==> src/rtl/key_pkg.sv <==
// rtl/key_pkg.sv - shared FSM states, key counts and priority helper for the key debouncer
// Contents:
//   NUM_KEYS, KEY_CODE_W  - channel count and width of the reported key index
//   key_fsm_e             - per-key debounce FSM states
//   lowest_index()        - index of the lowest set bit (0 when none set)
package key_pkg;

  localparam int NUM_KEYS   = 4;
  localparam int KEY_CODE_W = 2;

  typedef enum logic [1:0] {
    IDLE       = 2'd0,
    PRESS_FILT = 2'd1,
    HELD       = 2'd2,
    REL_FILT   = 2'd3
  } key_fsm_e;

  // Scans from the top down so the lowest set index is the one left standing.
  function automatic logic [KEY_CODE_W-1:0] lowest_index(input logic [NUM_KEYS-1:0] v);
    logic [KEY_CODE_W-1:0] idx;
    idx = '0;
    for (int i = NUM_KEYS - 1; i >= 0; i--) begin
      if (v[i]) idx = KEY_CODE_W'(i);
    end
    return idx;
  endfunction

endpackage

==> src/rtl/key_debounce_x4_if.sv <==
// rtl/key_debounce_x4_if.sv - key input / key event bundle between board pins and control stage
// Signals:
//   key       [NUM_KEYS]   raw active-low keys (0 = pressed)
//   key_flag  [NUM_KEYS]   one-cycle pulse per accepted press / repeat
//   key_valid              one-cycle strobe, key_code is meaningful
//   key_code  [KEY_CODE_W] lowest index of the reported key
//   key_state [NUM_KEYS]   debounced level, 1 = held
// Modports: master drives keys and consumes events, slave is the debouncer.
interface key_debounce_x4_if;
  import key_pkg::*;

  logic [NUM_KEYS-1:0]   key;
  logic [NUM_KEYS-1:0]   key_flag;
  logic                  key_valid;
  logic [KEY_CODE_W-1:0] key_code;
  logic [NUM_KEYS-1:0]   key_state;

  modport master (output key, input key_flag, input key_valid, input key_code, input key_state);
  modport slave  (input key, output key_flag, output key_valid, output key_code, output key_state);

endinterface

==> src/rtl/key_debounce_one.sv <==
// rtl/key_debounce_one.sv - single-key synchroniser, debounce FSM and optional auto-repeat
// Ports:
//   sys_clk   in   system clock
//   sys_rst   in   asynchronous active-high reset
//   key_raw   in   raw active-low key, asynchronous to sys_clk
//   key_flag  out  one-cycle pulse on accepted press (and repeat when enabled)
//   key_state out  debounced level, 1 = held
// Optional feature: KEY_AUTOREPEAT_EN adds the hold counter that re-pulses key_flag
// after LONG_CNT held cycles and then every REPEAT_CNT cycles.
module key_debounce_one
  import key_pkg::*;
#(
  parameter logic [19:0] CNT_MAX    = 20'd999_999,
  parameter logic [24:0] LONG_CNT   = 25'd24_999_999,
  parameter logic [22:0] REPEAT_CNT = 23'd4_999_999
) (
  input  logic sys_clk,
  input  logic sys_rst,
  input  logic key_raw,
  output logic key_flag,
  output logic key_state
);

  localparam logic [19:0] CNT_LAST = CNT_MAX - 20'd1;

  logic [1:0]  sync_q, sync_d;
  logic        key_s;
  key_fsm_e    state_q, state_d;
  logic [19:0] cnt_q, cnt_d;
  logic        flag_q, flag_d;
  logic        level_q, level_d;

`ifdef KEY_AUTOREPEAT_EN
  localparam logic [24:0] LONG_LAST   = LONG_CNT - 25'd1;
  localparam logic [24:0] REPEAT_LAST = {2'b00, REPEAT_CNT} - 25'd1;

  logic [24:0] hold_q, hold_d;
  logic        rep_q, rep_d;
  logic [24:0] hold_last;

  // rep_q marks that the long-press pulse has fired; later pulses use the shorter period.
  assign hold_last = rep_q ? REPEAT_LAST : LONG_LAST;
`else
  logic unused_repeat_params;
  assign unused_repeat_params = ^{LONG_CNT, REPEAT_CNT};
`endif

  assign sync_d = {sync_q[0], key_raw};
  assign key_s  = sync_q[1];

  always_comb begin
    state_d = state_q;
    cnt_d   = cnt_q;
    flag_d  = 1'b0;
    level_d = level_q;
    case (state_q)
      IDLE: begin
        if (!key_s) begin
          state_d = PRESS_FILT;
          cnt_d   = 20'd1;
        end else begin
          cnt_d = '0;
        end
      end
      PRESS_FILT: begin
        if (key_s) begin
          state_d = IDLE;
          cnt_d   = '0;
        end else if (cnt_q == CNT_LAST) begin
          state_d = HELD;
          flag_d  = 1'b1;
          level_d = 1'b1;
          cnt_d   = '0;
        end else begin
          cnt_d = cnt_q + 20'd1;
        end
      end
      HELD: begin
        if (key_s) begin
          state_d = REL_FILT;
          cnt_d   = 20'd1;
        end else begin
          cnt_d = '0;
        end
      end
      REL_FILT: begin
        if (!key_s) begin
          state_d = HELD;
          cnt_d   = '0;
        end else if (cnt_q == CNT_LAST) begin
          state_d = IDLE;
          level_d = 1'b0;
          cnt_d   = '0;
        end else begin
          cnt_d = cnt_q + 20'd1;
        end
      end
      default: begin
        state_d = IDLE;
        cnt_d   = '0;
      end
    endcase
`ifdef KEY_AUTOREPEAT_EN
    // Counts only while the key stays in HELD; any excursion to REL_FILT restarts the long-press wait.
    hold_d = '0;
    rep_d  = 1'b0;
    if (state_q == HELD && !key_s) begin
      if (hold_q == hold_last) begin
        flag_d = 1'b1;
        rep_d  = 1'b1;
      end else begin
        hold_d = hold_q + 25'd1;
        rep_d  = rep_q;
      end
    end
`endif
  end

  always_ff @(posedge sys_clk or posedge sys_rst) begin
    if (sys_rst) begin
      sync_q  <= 2'b11;
      state_q <= IDLE;
      cnt_q   <= '0;
      flag_q  <= 1'b0;
      level_q <= 1'b0;
`ifdef KEY_AUTOREPEAT_EN
      hold_q  <= '0;
      rep_q   <= 1'b0;
`endif
    end else begin
      sync_q  <= sync_d;
      state_q <= state_d;
      cnt_q   <= cnt_d;
      flag_q  <= flag_d;
      level_q <= level_d;
`ifdef KEY_AUTOREPEAT_EN
      hold_q  <= hold_d;
      rep_q   <= rep_d;
`endif
    end
  end

  assign key_flag  = flag_q;
  assign key_state = level_q;

endmodule

==> src/rtl/key_debounce_x4.sv <==
// rtl/key_debounce_x4.sv - four-channel key debouncer with registered priority event encoder
// Ports:
//   sys_clk  in   system clock, 50 MHz
//   sys_rst  in   asynchronous active-high reset
//   kif      key_debounce_x4_if.slave: key in; key_flag, key_valid, key_code, key_state out
// Optional feature: KEY_AUTOREPEAT_EN (auto-repeat pulses, implemented in key_debounce_one).
module key_debounce_x4
  import key_pkg::*;
#(
  parameter logic [19:0] CNT_MAX    = 20'd999_999,
  parameter logic [24:0] LONG_CNT   = 25'd24_999_999,
  parameter logic [22:0] REPEAT_CNT = 23'd4_999_999
) (
  input logic              sys_clk,
  input logic              sys_rst,
  key_debounce_x4_if.slave kif
);

  logic [NUM_KEYS-1:0]   flag_w;
  logic [NUM_KEYS-1:0]   state_w;
  logic                  valid_q, valid_d;
  logic [KEY_CODE_W-1:0] code_q, code_d;

  for (genvar i = 0; i < NUM_KEYS; i++) begin : g_key
    key_debounce_one #(
      .CNT_MAX   (CNT_MAX),
      .LONG_CNT  (LONG_CNT),
      .REPEAT_CNT(REPEAT_CNT)
    ) u_key (
      .sys_clk  (sys_clk),
      .sys_rst  (sys_rst),
      .key_raw  (kif.key[i]),
      .key_flag (flag_w[i]),
      .key_state(state_w[i])
    );
  end

  // Same-cycle higher-index events are dropped from key_code; they stay visible on key_flag.
  always_comb begin
    valid_d = |flag_w;
    code_d  = code_q;
    if (valid_d) code_d = lowest_index(flag_w);
  end

  always_ff @(posedge sys_clk or posedge sys_rst) begin
    if (sys_rst) begin
      valid_q <= 1'b0;
      code_q  <= '0;
    end else begin
      valid_q <= valid_d;
      code_q  <= code_d;
    end
  end

  assign kif.key_flag  = flag_w;
  assign kif.key_state = state_w;
  assign kif.key_valid = valid_q;
  assign kif.key_code  = code_q;

endmodule

==> src/flat_wrapper.sv <==
// flat-port wrapper written by rule: the top's interface ports become plain ports
module key_debounce_x4_flat import key_pkg::*;
#(
  parameter logic [19:0] CNT_MAX    = 20'd999_999,
  parameter logic [24:0] LONG_CNT   = 25'd24_999_999,
  parameter logic [22:0] REPEAT_CNT = 23'd4_999_999
)
  (sys_clk, sys_rst, kif_key, kif_key_flag, kif_key_valid, kif_key_code, kif_key_state);
  key_debounce_x4_if kif_i ();
  input logic sys_clk;
  input logic sys_rst;
  input wire logic [$bits(kif_i.key)-1:0] kif_key;
  output wire logic [$bits(kif_i.key_flag)-1:0] kif_key_flag;
  output wire logic [$bits(kif_i.key_valid)-1:0] kif_key_valid;
  output wire logic [$bits(kif_i.key_code)-1:0] kif_key_code;
  output wire logic [$bits(kif_i.key_state)-1:0] kif_key_state;
  assign kif_i.key = kif_key;
  assign kif_key_flag = kif_i.key_flag;
  assign kif_key_valid = kif_i.key_valid;
  assign kif_key_code = kif_i.key_code;
  assign kif_key_state = kif_i.key_state;
  key_debounce_x4 #(.CNT_MAX(CNT_MAX), .LONG_CNT(LONG_CNT), .REPEAT_CNT(REPEAT_CNT)) u_core (.sys_clk(sys_clk), .sys_rst(sys_rst), .kif(kif_i));
endmodule
==> config.mk <==
export PLATFORM = sky130hd
export DESIGN_NAME = key_debounce_x4_flat
export DESIGN_NICKNAME = d
export VERILOG_FILES = /design/src/rtl/key_pkg.sv /design/src/rtl/key_debounce_x4_if.sv /design/src/rtl/key_debounce_one.sv /design/src/rtl/key_debounce_x4.sv /design/src/flat_wrapper.sv
export SDC_FILE = /design/constraint.sdc
export NUM_CORES = 1
export LEC_CHECK = 0
export BUFFER_PORTS_ARGS = -buffer_cell sky130_fd_sc_hd__buf_4
export CORE_ASPECT_RATIO = 0.5
export CORE_MARGIN = 5
export CORE_UTILIZATION = 55
export CTS_CLUSTER_DIAMETER = 30
export DETAILED_ROUTE_END_ITERATION = 7
export PLACE_DENSITY = 0.83
export RECOVER_POWER = 25
export SKIP_CTS_REPAIR_TIMING = 1
export SLEW_MARGIN = 10
export SYNTH_ARGS = -nofsm -noshare
export SYNTH_HDL_FRONTEND = slang
export SYNTH_HIERARCHICAL = 1
export SYNTH_SLANG_ARGS = --single-unit
==> constraint.sdc <==
create_clock -name sys_clk -period 5.7 [get_ports sys_clk]
set_input_delay 0.57 -clock sys_clk [delete_from_list [all_inputs] [get_ports sys_clk]]
set_output_delay 0.57 -clock sys_clk [all_outputs]
set_load 0.01 [all_outputs]
Yosys cells after proc, flatten, opt, wreduce, memory -nomap -nowiden
Cells that the tools add are included.
{"block": "totals", "register_bits": 107, "in_bits": 6, "out_inout_bits": 11}
{"block": "classes", "addsub": 4, "eq_ne": 48, "n_mux": 88, "reduce_logical": 17}
{"cell": "one-hot mux 20 bit (4 select lines)", "count": 4}
{"cell": "two-way mux 20 bit", "count": 12}
{"cell": "adder 20 x 1 -> 20 bit (second input constant)", "count": 4}
{"cell": "== test 20 bit (second input constant)", "count": 4}
{"cell": "two-way mux 2 bit", "count": 28}
{"cell": "!= test 2 bit (second input constant)", "count": 24}
{"cell": "two-way mux 1 bit", "count": 36}
{"cell": "one-hot mux 2 bit (4 select lines)", "count": 4}
{"cell": "!= test 3 bit (second input constant)", "count": 8}
{"cell": "AND reduction 5 bit", "count": 4}
{"cell": "== test 2 bit (second input constant)", "count": 8}
{"cell": "AND reduction 4 bit", "count": 4}
{"cell": "== test 2 x 1 -> 1 bit (second input constant)", "count": 4}
{"cell": "logical NOT 2 bit", "count": 4}
{"cell": "one-hot mux 1 bit (2 select lines)", "count": 4}
{"cell": "nonzero test 2 bit", "count": 4}
{"cell": "OR reduction 4 bit", "count": 1}

Logic depth before layout (Yosys ltp)
{"block": "logic_depth", "word_depth": 4, "mapped_depth": 6, "ltp_nobuf": 5}

Modules after synthesis
Netlist, hierarchy kept.
{"module": "key_debounce_one at u_core.g_key[0].u_key ...", "n_inst": 3, "cells_each": 122, "area_each_um2": 1281.2, "seq_area_each_um2": 653.1}
{"module": "key_debounce_one at u_core.g_key[3].u_key", "n_inst": 1, "cells_each": 125, "area_each_um2": 1241.2, "seq_area_each_um2": 653.1}
{"module": "key_debounce_x4", "n_inst": 1, "cells_each": 10, "area_each_um2": 112.6, "seq_area_each_um2": 75.1}

Worst setup path before layout
OpenSTA, ideal clock, no wires.
{"block": "synth_path", "path_kind": "register to register", "from": "register u_core.g_key[0].u_key.cnt_q[8]", "to": "register (tool-made name)", "setup_ns": 0.125, "arrival_time_ns": 1.958, "required_ns": 5.575, "slack_ns": 3.617, "path_stages_with_launch": 6, "period_less_slack_ns": 2.083, "cell_sequence": "dfrtp_1 or4b_1 or4_1 buf_2 nor3_4 mux2_2"}
{"element": "start: declaration", "line_no": "key_debounce_one.sv:29", "source": "logic [19:0] cnt_q, cnt_d;"}
{"element": "start signal: assignment", "line_no": "key_debounce_one.sv:133", "source": "cnt_q <= cnt_d;"}

Worst setup path in the final report
{"block": "layout_path", "from": "register u_core.g_key[1].u_key.cnt_q[8]", "to": "register u_core.g_key[1].u_key.cnt_q[18]"}
{"block": "layout_between", "elab_chain_cells": 4, "word_cells_on_any_way": 6, "cone_classes": "1 x add/sub; 1 x eq/ne; 4 x mux"}
{"element": "start: declaration", "line_no": "key_debounce_one.sv:29"}
{"element": "start signal: assignment", "line_no": "key_debounce_one.sv:133"}
{"element": "adder 20 x 1 -> 20 bit / == test 20 bit (equally long branches)"}
{"element": "two-way mux 20 bit (*)", "line_no": "key_debounce_one.sv:69, key_debounce_one.sv:90"}
{"element": "two-way mux 20 bit (on tied branches)", "line_no": "key_debounce_one.sv:87, key_debounce_one.sv:66"}
{"element": "one-hot mux 20 bit (4 select lines) (*)", "line_no": "key_debounce_one.sv:56", "source": "case (state_q)"}
{"element": "via u_core.g_key[1].u_key.cnt_d[18]", "line_no": "key_debounce_one.sv:29"}
Mark *: on every way through the listed nets, which the timed path passes. The rest lies on a longest branch.
A chain may end at the register's enable or synchronous reset.

==> impl_metrics.env <==
export IMPL_ir_drop_mv=0.177
export IMPL_status="finished, final reports clean"
export IMPL_clock_sinks=107
export IMPL_tightest_slew_ns=1.01
export IMPL_endpoint_kind="flip-flop"
export IMPL_dp_hpwl_um=6590
export IMPL_setup_viol=0
export IMPL_layout_min_cycle_time_ns=2.28
export IMPL_hold_slack_ns=0.166
export IMPL_ios=17
export IMPL_r2r_start="u_core/g_key[1].u_key/cnt_q[8]"
export IMPL_antenna_cells=0
export IMPL_finalCritPeriodShare_pct=39.9
export IMPL_hold_viol=0
export IMPL_cpPeakStageDelay_ns=0.58
export IMPL_rsz0062_at_grt="no"
export IMPL_ys_ff_latch=107
export IMPL_grt_max_degree=27
export IMPL_core_rowCount=25
export IMPL_fin_ws_ns=3.42
export IMPL_grt_antenna_before_repair=0
export IMPL_start_util_pct=55.8
export IMPL_drc=0
export IMPL_worstPathArrival_ns=2.47
export IMPL_cp_slowest_cell="or4_1"
export IMPL_pwr_share_comb_pct=3.1
export IMPL_worstPathMaxFanout=19
export IMPL_dieHeight_um=78.7
export IMPL_required_ns=5.90
export IMPL_grt_pass1_vias=3669
export IMPL_nets=532
export IMPL_avgSynthCellArea_sq_um=10.4
export IMPL_ctsHtreeMaxLevel=3
export IMPL_netlist_area_sq_mm=0.00520
export IMPL_cts_tree="yes"
export IMPL_drt_total_wl_um=9650
export IMPL_place_ws_ns=3.42
export IMPL_gp_congestion=0.878
export IMPL_ys_flop_type="dfrtp_1"
export IMPL_synth_edff_count=0
export IMPL_grt_pass1_wl_um=17100
export IMPL_crit_chain="or4b_1, or4_1, o21ai_4, a21oi_1"
export IMPL_path_buf_inv=0
export IMPL_syn_num_nets=515
export IMPL_power_total_mw=1.39
export IMPL_die_area_sq_mm=0.0116
export IMPL_netlist_cell_type_count=38
export IMPL_power_frac_seq_pct=55.8
export IMPL_p_per_area_mw_per_mm2=246
export IMPL_setup_tns_final_ns=0
export IMPL_p_clk_share_pct=41.2
export IMPL_fin_worst_skew_ns=0.00991
export IMPL_switchingPower_uw=319
export IMPL_hp_class="input port to asynchronous set/reset pin"
export IMPL_syn2layout_area_growth_pct=9.17
export IMPL_final_core_util_pct=60.9
export IMPL_fmax_mhz=439
export IMPL_clockRootBuffer="clkbuf_16"
export IMPL_p_int_mw=1.07
export IMPL_reg2regPathDepth=4
export IMPL_worst_r2r_endpoint="u_core/g_key[1].u_key/cnt_q[18]"
export IMPL_drt_wirelength_per_cell_um=15.0
export IMPL_placed_cell_area_sq_mm=0.00541
export IMPL_crit_cells=4
export IMPL_crit_family="simple AND/OR/NAND/NOR gates"
export IMPL_clkLatencyLatePin_ns=0.35
export IMPL_first_iter_violations=220
export IMPL_fillCellCount=737
export IMPL_cp_startpoint="u_core/g_key[1].u_key/cnt_q[8]"
export IMPL_route_vias_total=3802
export IMPL_report_final_slew_viol_count=0
export IMPL_numCtsBuffers=9
export IMPL_maxSlewHeadroom_pct=32.6
export IMPL_port_buffers=16
export IMPL_fin_cells=644
export IMPL_sw_frac_of_total_pct=22.9
export IMPL_track_usage_pct=18.0
export IMPL_firstDrtPassIters=4
export IMPL_postSynthCellCount=501
export IMPL_synth_async_reset_ratio_pct=100
export IMPL_cts_buffer_depth=2
export IMPL_rrSetupSlack_ns=3.42
export IMPL_dieWidth_um=147
export IMPL_path_class="flip-flop to flip-flop"
export IMPL_maxCapViolations=0
export IMPL_place_inst=628
export IMPL_ant_nets=0
export IMPL_vias_per_cell=5.90
export IMPL_clk_pin_slew_worst_paths_ns=0.07
export IMPL_fin_area_sq_mm=0.00567
export IMPL_overflow=0
export IMPL_core_area_sq_mm=0.00932
export IMPL_worst_setup_path_start_kind="flip-flop"
export IMPL_ys_warn_count=6
export IMPL_synth_seq_area_share_pct=51.7
export IMPL_crit_end="u_core/g_key[1].u_key/cnt_q[18]"
export IMPL_drive_above_1_share_pct=11.3
export IMPL_leakage_nw=2.28
-- flip-flops by register name, indices dropped and copies added, names as in the netlist, named ones only --
register	count
u_core/g_key.u_key/sync_q	8
u_core/g_key.u_key/key_state	4
u_core/g_key.u_key/key_flag	4
u_core/kif.key_valid	1
u_core/g_key.u_key/cnt_q	80
u_core/kif.key_code	2
u_core/g_key.u_key/state_q	4
-- kinds of logic (layout without fill, tap and decap cells) --
kind of cell	count (synthesis)	in the layout	share of synthesized area, %
buffers and inverters	32	54	2.84
DFF	107	107	51.7
muxes	4	4	0.867
AOI/OAI and AO/OA	56	56	7.27
xor gates and xnor gates	57	57	9.61
adders and majority gates	8	8	1.93
and+or+nand+nor	237	237	25.8
-- metal layers --
layer / vias up / global-route usage, % / routed length, um / part of all wire [%]
met5: - / 0 / 0 / 0
met4: 0 / 6.04 / 167 / 1.7
met3: 19 / 3.76 / 299 / 3.1
met2: 54 / 30.2 / 4730 / 49
met1: 1901 / 23.8 / 4450 / 46
li1: 1828 / - / - / -
-- Yosys cell counts (all sizes together), types with 4 or more instances --
cell	number	share of area [%]
dfrtp	99	48
nor2	72	5.2
xnor2	30	5.1
nand3	29	2.8
xor2	27	4.5
nand2	26	1.9
inv	21	1.5
a21oi	20	1.9
nor3	20	2.9
or3	18	2.2
o21ai	16	2.2
nand4	15	2.1
and4	13	2.3
or4	10	1.4
dfstp	8	4.0
ha	8	1.9
nor4	8	0.96
nor4b	8	1.3
buf	7	1.0
o41ai	7	1.2
nand4b	5	0.84
a211oi	4	0.58
a2bb2oi	4	0.67
and3	4	0.48
clkbuf	4	0.29
mux2	4	0.87
o31ai	4	0.58
-- final cells by class --
cell class / count / area [sq um] / share of cell area, %
multi-input combinational: 362 / 2360 / 41.6
sequential: 107 / 2690 / 47.4
clock buffer: 10 / 229 / 4.04
tap: 121 / 151 / 2.67
clock inverter: 6 / 41.3 / 0.728
inverter: 21 / 78.8 / 1.39
timing repair buffer: 17 / 124 / 2.18
-- power by group through the flow --
stage | sequential [mW] | clock [mW] | combinational [mW]
after floorplan | 0.790 | 0 | 0.0335
after global placement | 0.791 | 0 | 0.0433
after detailed placement | 0.792 | 0 | 0.0444
after CTS | 0.777 | 0.585 | 0.0446
after global routing | 0.779 | 0.619 | 0.0507
final | 0.778 | 0.574 | 0.0429
-- worst reg2reg max path: cells and delay by family (launching register included) --
family | cells | cell delay, ns
simple gates | 2 | 1.11
compound gates | 2 | 0.60
flops | 1 | 0.42
-- worst min-delay path by stage --
| stage | from | end | slack [ns] | depth (start not counted) |
|---|---|---|---|---|
| after floorplan | sys_rst | u_core/kif.key_code[0] | 0.32 | 1 |
| after CTS | sys_rst | u_core/kif.key_code[1] | 0.12 | 2 |
| final | sys_rst | u_core/kif.key_code[1] | 0.17 | 2 |
| after global routing | sys_rst | u_core/kif.key_code[1] | 0.17 | 2 |
| after global placement | u_core/g_key[3].u_key/sync_q[0] | u_core/g_key[3].u_key/sync_q[1] | 0.35 | 0 |
| after detailed placement | u_core/g_key[0].u_key/sync_q[0] | u_core/g_key[0].u_key/sync_q[1] | 0.35 | 0 |
-- layout by cell type, fill, tap and decap left out, types with 12 or more instances in the layout --
cell type	instances
nor2_1	72
buf_4	12
or3_1	18
nand2_1	26
a21oi_1	20
xor2_1	27
nand4_1	14
dfrtp_1	99
o21ai_0	12
xnor2_1	30
nand3_1	29
nor3_1	14
inv_1	21
Note: power is estimated with default switching activity, not from simulation.
